File: src/rtl/simon_pattern_display_pkg.sv
// Shared constants, types and the pattern hash for the Simon-Says pattern/display unit.
package simon_pkg;

  localparam int SEED_W   = 5;
  localparam int IDX_W    = 6;
  localparam int MUL_SEED = 37;
  localparam int MUL_IDX  = 13;

  typedef logic [2:0] led_code_t;

  // Active-low {g,f,e,d,c,b,a}; element 0 is the glyph for digit 0.
  localparam logic [15:0][6:0] SEG_GLYPH = {
    7'b0001110, 7'b0000110, 7'b0100001, 7'b1000110,
    7'b0000011, 7'b0001000, 7'b0010000, 7'b0000000,
    7'b1111000, 7'b0000010, 7'b0010010, 7'b0011001,
    7'b0110000, 7'b0100100, 7'b1111001, 7'b1000000
  };

  localparam logic [6:0] SEG_BLANK = 7'b1111111;

  // 8-bit wrapping hash; the LED code folds two 2-bit fields of the sum together.
  function automatic led_code_t pattern_hash(input logic [SEED_W-1:0] seed,
                                             input logic [IDX_W-1:0]  idx);
    logic [7:0] v;
    v = 8'(seed) * 8'(MUL_SEED) + 8'(idx) * 8'(MUL_IDX);
    return {1'b0, v[3:2] ^ v[5:4]};
  endfunction

endpackage

File: src/rtl/simon_pattern_display_if.sv
// Bundle between the game controller (master) and the pattern/display unit (slave).
interface simon_pattern_display_if;
  import simon_pkg::*;

  logic [SEED_W-1:0] seq_no;
  logic [IDX_W-1:0]  show_idx;
  logic [IDX_W-1:0]  play_idx;
  logic [IDX_W-1:0]  level;
  led_code_t         show_code;
  led_code_t         play_code;
  logic [6:0]        seg_show;
  logic [6:0]        seg_play;
  logic [6:0]        seg_level;

  modport master (
    output seq_no, show_idx, play_idx, level,
    input  show_code, play_code, seg_show, seg_play, seg_level
  );

  modport slave (
    input  seq_no, show_idx, play_idx, level,
    output show_code, play_code, seg_show, seg_play, seg_level
  );

endinterface

File: src/rtl/simon_pattern_display_seg7_hex_decoder.sv
// Combinational hex-digit to active-low 7-segment glyph lookup.
module seg7_hex_decoder
  import simon_pkg::*;
(
  input  logic [3:0] digit,
  output logic [6:0] seg
);

  assign seg = SEG_GLYPH[digit];

endmodule

File: src/rtl/simon_pattern_display.sv
// Simon-Says pattern and display unit: registered LED codes and 7-segment glyphs.
// Define SEG_ACTIVE_HIGH_EN to drive all segment outputs active-high.
module simon_pattern_display
  import simon_pkg::*;
(
  input  logic                    clk,
  input  logic                    rst,
  simon_pattern_display_if.slave  bus
);

`ifdef SEG_ACTIVE_HIGH_EN
  localparam logic [6:0] SEG_POL = 7'b1111111;
`else
  localparam logic [6:0] SEG_POL = 7'b0000000;
`endif

  logic [6:0] glyph_show;
  logic [6:0] glyph_play;
  logic [6:0] glyph_level;

  led_code_t  show_code_p1;
  led_code_t  play_code_p1;
  logic [6:0] seg_show_p1;
  logic [6:0] seg_play_p1;
  logic [6:0] seg_level_p1;

  seg7_hex_decoder u_dec_show  (.digit(bus.show_idx[3:0]), .seg(glyph_show));
  seg7_hex_decoder u_dec_play  (.digit(bus.play_idx[3:0]), .seg(glyph_play));
  seg7_hex_decoder u_dec_level (.digit(bus.level[3:0]),    .seg(glyph_level));

  // Stage p0 -> p1: single output register stage
  always_ff @(posedge clk) begin
    if (rst) begin
      show_code_p1 <= '0;
      play_code_p1 <= '0;
      seg_show_p1  <= SEG_BLANK ^ SEG_POL;
      seg_play_p1  <= SEG_BLANK ^ SEG_POL;
      seg_level_p1 <= SEG_BLANK ^ SEG_POL;
    end else begin
      show_code_p1 <= pattern_hash(bus.seq_no, bus.show_idx);
      play_code_p1 <= pattern_hash(bus.seq_no, bus.play_idx);
      seg_show_p1  <= glyph_show  ^ SEG_POL;
      seg_play_p1  <= glyph_play  ^ SEG_POL;
      seg_level_p1 <= glyph_level ^ SEG_POL;
    end
  end

  assign bus.show_code = show_code_p1;
  assign bus.play_code = play_code_p1;
  assign bus.seg_show  = seg_show_p1;
  assign bus.seg_play  = seg_play_p1;
  assign bus.seg_level = seg_level_p1;

endmodule

File: src/flat_wrapper.sv
// flat-port wrapper written by rule: the top's interface ports become plain ports
module simon_pattern_display_flat import simon_pkg::*;
  (clk, rst, bus_seq_no, bus_show_idx, bus_play_idx, bus_level, bus_show_code, bus_play_code, bus_seg_show, bus_seg_play, bus_seg_level);
  simon_pattern_display_if bus_i ();
  input  logic clk;
  input  logic rst;
  input wire logic [$bits(bus_i.seq_no)-1:0] bus_seq_no;
  input wire logic [$bits(bus_i.show_idx)-1:0] bus_show_idx;
  input wire logic [$bits(bus_i.play_idx)-1:0] bus_play_idx;
  input wire logic [$bits(bus_i.level)-1:0] bus_level;
  output wire logic [$bits(bus_i.show_code)-1:0] bus_show_code;
  output wire logic [$bits(bus_i.play_code)-1:0] bus_play_code;
  output wire logic [$bits(bus_i.seg_show)-1:0] bus_seg_show;
  output wire logic [$bits(bus_i.seg_play)-1:0] bus_seg_play;
  output wire logic [$bits(bus_i.seg_level)-1:0] bus_seg_level;
  assign bus_i.seq_no = bus_seq_no;
  assign bus_i.show_idx = bus_show_idx;
  assign bus_i.play_idx = bus_play_idx;
  assign bus_i.level = bus_level;
  assign bus_show_code = bus_i.show_code;
  assign bus_play_code = bus_i.play_code;
  assign bus_seg_show = bus_i.seg_show;
  assign bus_seg_play = bus_i.seg_play;
  assign bus_seg_level = bus_i.seg_level;
  simon_pattern_display u_core (.clk(clk), .rst(rst), .bus(bus_i));
endmodule
File: config.mk
export PLATFORM = sky130hd
export DESIGN_NAME = simon_pattern_display_flat
export DESIGN_NICKNAME = d
export VERILOG_FILES = /design/src/rtl/simon_pattern_display_pkg.sv /design/src/rtl/simon_pattern_display_if.sv /design/src/rtl/simon_pattern_display_seg7_hex_decoder.sv /design/src/rtl/simon_pattern_display.sv /design/src/flat_wrapper.sv
export SDC_FILE = /design/constraint.sdc
export NUM_CORES = 1
export LEC_CHECK = 0
export BUFFER_PORTS_ARGS = -buffer_cell sky130_fd_sc_hd__buf_2
export CAP_MARGIN = 20
export CORE_UTILIZATION = 50
export CTS_BUF_LIST = sky130_fd_sc_hd__clkbuf_4 sky130_fd_sc_hd__clkbuf_8
export CTS_CLUSTER_DIAMETER = 80
export DETAILED_ROUTE_END_ITERATION = 10
export PLACE_DENSITY = 0.82
export SLEW_MARGIN = 20
export SYNTH_ARGS = -nofsm -noshare
export SYNTH_HDL_FRONTEND = slang
export SYNTH_SLANG_ARGS = --single-unit
File: constraint.sdc
create_clock -name clk -period 5.05 [get_ports clk]
set_input_delay 1.01 -clock clk [delete_from_list [all_inputs] [get_ports clk]]
set_output_delay 1.01 -clock clk [all_outputs]
set_load 0.01 [all_outputs]
==> results.yml, run 1 <==
yosys:
  ys_async_sr_fraction: 0
  yosys.area.top_type: "dfxtp_1"
  syn_inst: 218
  syn_area_per_cell_um2: 9.76
  synth.distinct_cells: 32
  synth_top_area_frac: 0.235
  synth_area_leaders: "dfxtp_1 24%, ha_1 24%, fa_1 7.5%, xnor2_1 6.6%, inv_1 3.5%"
  synth_seq_cells: 25
  ys_seq_area_frac: 0.235
  ys_warn_count: 0
  syn_area_mm2: 0.00213
  synth-edff-count: 0
  ys.flop_type: "dfxtp_1"
floorplan:
  coreArea_mm2: 0.00403
  die_area_mm2: 0.00452
  die_h_um: 67.2
  row_count: 23
  initial_core_util: 0.528
  die_w_um: 67.2
  pin_count: 52
placed_design:
  hpwl_mm: 3.01
  place_congestion: 0.830
  numPortBuffers: 47
  dp.cells: 304
sta:
  max_freq_mhz: 278
  rsz0062_at_grt: "no"
  finalCritPeriodShare: 0.713
  hold_viol: 0
  setup_viol: 0
  finalSetupTns_ps: 0
  timing.hold.ws_ps: 1050
  drv_slew: 0
  period_minus_slack_ps: 3600
global_route:
  grt_pass1_wl_mm: 6.40
  antenna_found_initial: 0
  grt_max_degree: 26
  grt.total_usage: 0.183
  grt_pass1_vias: 1492
  gr-total-overflow: 0
detailed_routing:
  antenna_left: 0
  dr.pass1.iters: 4
  vias: 1599
  drt_iter0_markers: 117
  post-route-drc-count: 0
  wl_per_cell_um: 12.3
  routed_wl_mm: 3.78
  drt-vias-per-instance: 5.19
run:
  cap_violations: 0
layout:
  layout.nets: 332
  final_cell_mix: "47 x buf_2, 40 x ha_1, 25 x dfxtp_1, 20 x inv_1, 19 x nor2_1"
  area_growth_pct: 13.8
  final_cells: 308
  final_common_cell: "buf_2"
  antenna_cells: 0
  drive_above_1_share: 0.225
  fill_cells: 359
setup_path:
  crit_path_cell_trace: "buf_2 -> inv_1 -> ha_1 -> ha_1 -> fa_1 -> ha_1 -> xnor2_1 -> xnor2_1 -> xnor3_1 -> mux2i_1"
  critPathRequiredTime_ps: 5210
  crit_fanout: 8
  crit_family: "adder cells"
  crit_path_end_kind: "register"
  slowest_stage: "fa_1"
  worstSetupPathType: "in2reg"
  crit_path_frequent_cell: "ha_1"
  worst-path-buf-inv: 2
  cp_slowest_stage_delay_ps: 470
  startpoint_type: "input port"
  arrival_ps: 3760
clocking:
  htree_num_levels: 1
  root_buffer: "clkbuf_8"
  post_cts_buffers: 0
  cts_resized: 0
  cts_buffer_depth: 2
  cts_inserted_buffers: 3
  cts.sinks: 25
  clkTransAtPathRegs_ps: 90
  cts-hold-fix-buffers: 0
  cts_tree: "done"
power_and_ir_drop:
  cellPowerDensity_mw_per_mm2: 297
  peakVddDrop_v: 0.000152
  p_leak_nw: 1.26
status:
  outcome: "complete, no violations"
min_path:
  hold_path.class: "in2reg"
-- registers in the layout, summed over array words and instances (netlist names) --
name                  cells
u_core.bus.seg_level      7
u_core.bus.show_code      2
u_core.bus.play_code      2
u_core.bus.seg_show       7
u_core.bus.seg_play       7
-- per-stage QoR --
step           worst slack, ps   util  power (W)  instance area (um2)
4_1_cts                   1440  0.601   0.000727                 2420
3_3_place_gp              1270  0.589   0.000594                 2370
6_report                  1450  0.601   0.000720                 2420
2_1_floorplan             1640      -   0.000524                 2130
5_1_grt                   1350  0.601   0.000777                 2420
3_5_place_dp              1170  0.589   0.000608                 2370
-- cell usage after synthesis, types with 6 or more instances --
cell / instances
a21oi_1: 6
a211o_1: 7
nor2_1: 19
inv_1: 20
mux2i_1: 7
nand2_1: 6
ha_1: 40
o21ai_0: 8
xnor2_1: 16
clkbuf_1: 8
fa_1: 8
dfxtp_1: 25
-- report_power, final --
part	leakage [nW]	switching, W	internal [W]	total (W)
Clock	0.0217	0.0000630	0.0000557	0.000119
Sequential	0.210	0.00000510	0.000224	0.000230
Combinational	1.03	0.000174	0.000197	0.000371
Total	1.26	0.000242	0.000477	0.000720
-- kinds of logic after synthesis --
group,Yosys count,synth area share
adder cells (fa/ha/maj),48,0.311
AND/OR/NAND/NOR,41,0.0900
AO/OA/AOI/OAI,40,0.135
buffers and inverters,32,0.0623
flip-flops,25,0.235
XOR/XNOR,21,0.106
multiplexers,10,0.0594
other,1,0.00176
-- layout make-up --
class                   count  area, um2  share of cell area
multi-input cells         162       1500               0.619
flip-flops and latches     25        500               0.207
repair buffers             47        235              0.0972
inverters                  20       75.1              0.0310
well taps                  50       62.6              0.0259
clock buffers               3       41.3              0.0171
clock inverters             1       7.51             0.00310
-- metal layers --
layer / global-route usage / share of wire
met1: 0.217 / 0.45
met2: 0.348 / 0.51
met3: 0.0169 / 0.032
met4: 0.0452 / 0.012
met5: 0 / 0
-- path summary, 6_finish.rpt --
check,start,to,cells after the start
worst max-delay path,bus_play_idx[0],u_core.bus.play_code[1],10
worst min-delay path,bus_level[2],u_core.bus.seg_level[4],2
(Power assumes the default switching activity.)
==> inputs of run 2 (changes only) <==
clock period = 3.7 ns   (was 5.05 ns; I/O delays follow)
==> results.yml, run 2 (synthesis results as in run 1) <==
placed_design:
  numPortBuffers: 47
  hpwl_mm: 2.85
  dp_worst_setup_slack_ps: 222
  dp.cells: 306
  place_congestion: 0.811
detailed_routing:
  post-route-drc-count: 0
  routed_wl_mm: 3.57
  wl_per_cell_um: 11.5
  drt-vias-per-instance: 5.02
  antenna_left: 0
  drt_iter0_markers: 194
  dr.pass1.iters: 4
  vias: 1557
min_path:
  hold_path.class: "in2reg"
  whs_endpoint: "u_core.bus.seg_level[4]"
  holdPathStages: 2
  worstHoldStart: "bus_level[2]"
sta:
  rsz0062_at_grt: "no"
  finalCritPeriodShare: 0.864
  fin_ws_ps: 503
  setup_viol: 0
  drv_slew: 0
  max_freq_mhz: 313
  period_minus_slack_ps: 3200
  finalSetupTns_ps: 0
  hold_viol: 0
layout:
  final_cells: 310
  final_common_cell: "buf_2"
  multiInputGateArea_mm2: 0.00150
  antenna_cells: 0
  layout.nets: 334
  drive_above_1_share: 0.231
  fill_cells: 365
  area_growth_pct: 14.5
  final_cell_mix: "47 x buf_2, 40 x ha_1, 25 x dfxtp_1, 20 x inv_1, 19 x nor2_1"
  regArea_um2: 500
floorplan:
  row_count: 23
  die_area_mm2: 0.00452
  coreArea_mm2: 0.00403
  pin_count: 52
  initial_core_util: 0.528
  die_w_um: 67.2
  die_h_um: 67.2
clocking:
  clkTransAtPathRegs_ps: 90
  cts_tree: "done"
  htree_num_levels: 1
  post_cts_buffers: 0
  cts_inserted_buffers: 3
  root_buffer: "clkbuf_8"
  cts.sinks: 25
  cts-hold-fix-buffers: 0
  cts_resized: 0
  cts_buffer_depth: 2
setup_path:
  arrival_ps: 3350
  critPathRequiredTime_ps: 3860
  startpoint_type: "input port"
  worstSetupPathType: "in2reg"
  crit_fanout: 7
  crit_path_end_kind: "register"
global_route:
  grt_pass1_wl_mm: 6.08
  antenna_found_initial: 0
  grt_max_degree: 26
  grt.total_usage: 0.172
  gr-total-overflow: 0
  grt_pass1_vias: 1414
power_and_ir_drop:
  p_total_w: 0.000974
  p_leak_nw: 1.27
  peakVddDrop_v: 0.000215
  cellPowerDensity_mw_per_mm2: 400
status:
  outcome: "complete, no violations"
run:
  cap_violations: 0
run 2: cell count changes in the layout (fill, tap and decap cells not counted):
cell	previous run	this run
buf_4	0	2
run 2: worst max-delay path by stage:
stage                          from                      end  slack [ps]  depth (start not counted)
floorplan           bus_show_idx[0]  u_core.bus.show_code[1]         560                          9
global placement    bus_play_idx[1]  u_core.bus.play_code[1]         260                         10
detailed placement  bus_play_idx[1]  u_core.bus.play_code[1]         220                         10
CTS                 bus_play_idx[1]  u_core.bus.play_code[1]         510                         10
global route        bus_show_idx[1]  u_core.bus.show_code[1]         360                         10
finish              bus_play_idx[1]  u_core.bus.play_code[1]         500                         10
run 2: area by class of cell:
class	instances	share of cell area
Multi-Input combinational cell	162	0.615
Inverter	20	0.0308
Clock inverter	1	0.00308
Clock buffer	3	0.0170
Sequential cell	25	0.206
Tap cell	50	0.0257
Timing Repair Buffer	49	0.103
run 2: where the power goes:
part           total (W)  internal (W)  switching (W)  leakage, nW
Combinational   0.000499      0.000270       0.000229         1.04
Sequential      0.000313      0.000306     0.00000683        0.210
Clock           0.000161     0.0000761      0.0000853       0.0217
run 2: layer usage:
layer | track usage | part of all wire | vias to the layer above
met5 | 0 | 0 | -
met4 | 0.0319 | 0.0070 | 0
met3 | 0.0152 | 0.034 | 2
met2 | 0.309 | 0.49 | 37
met1 | 0.224 | 0.47 | 695
li1 | - | - | 823
run 2: per-stage QoR:
step | hold slack, ps | utilization | instance area, um2
finish | 770 | 0.604 | 2430
global route | 787 | 0.604 | 2430
CTS | 765 | 0.604 | 2430
detailed placement | 1050 | 0.592 | 2390
global placement | 1060 | 0.592 | 2390
floorplan | 871 | - | 2130
run 2: worst max-delay path, stage by stage:
cell,delay [ps]
buf_2,160
inv_1,110
ha_1,310
ha_1,310
fa_1,460
ha_1,350
xnor2_1,180
xnor2_1,150
xnor3_1,440
mux2i_1,130
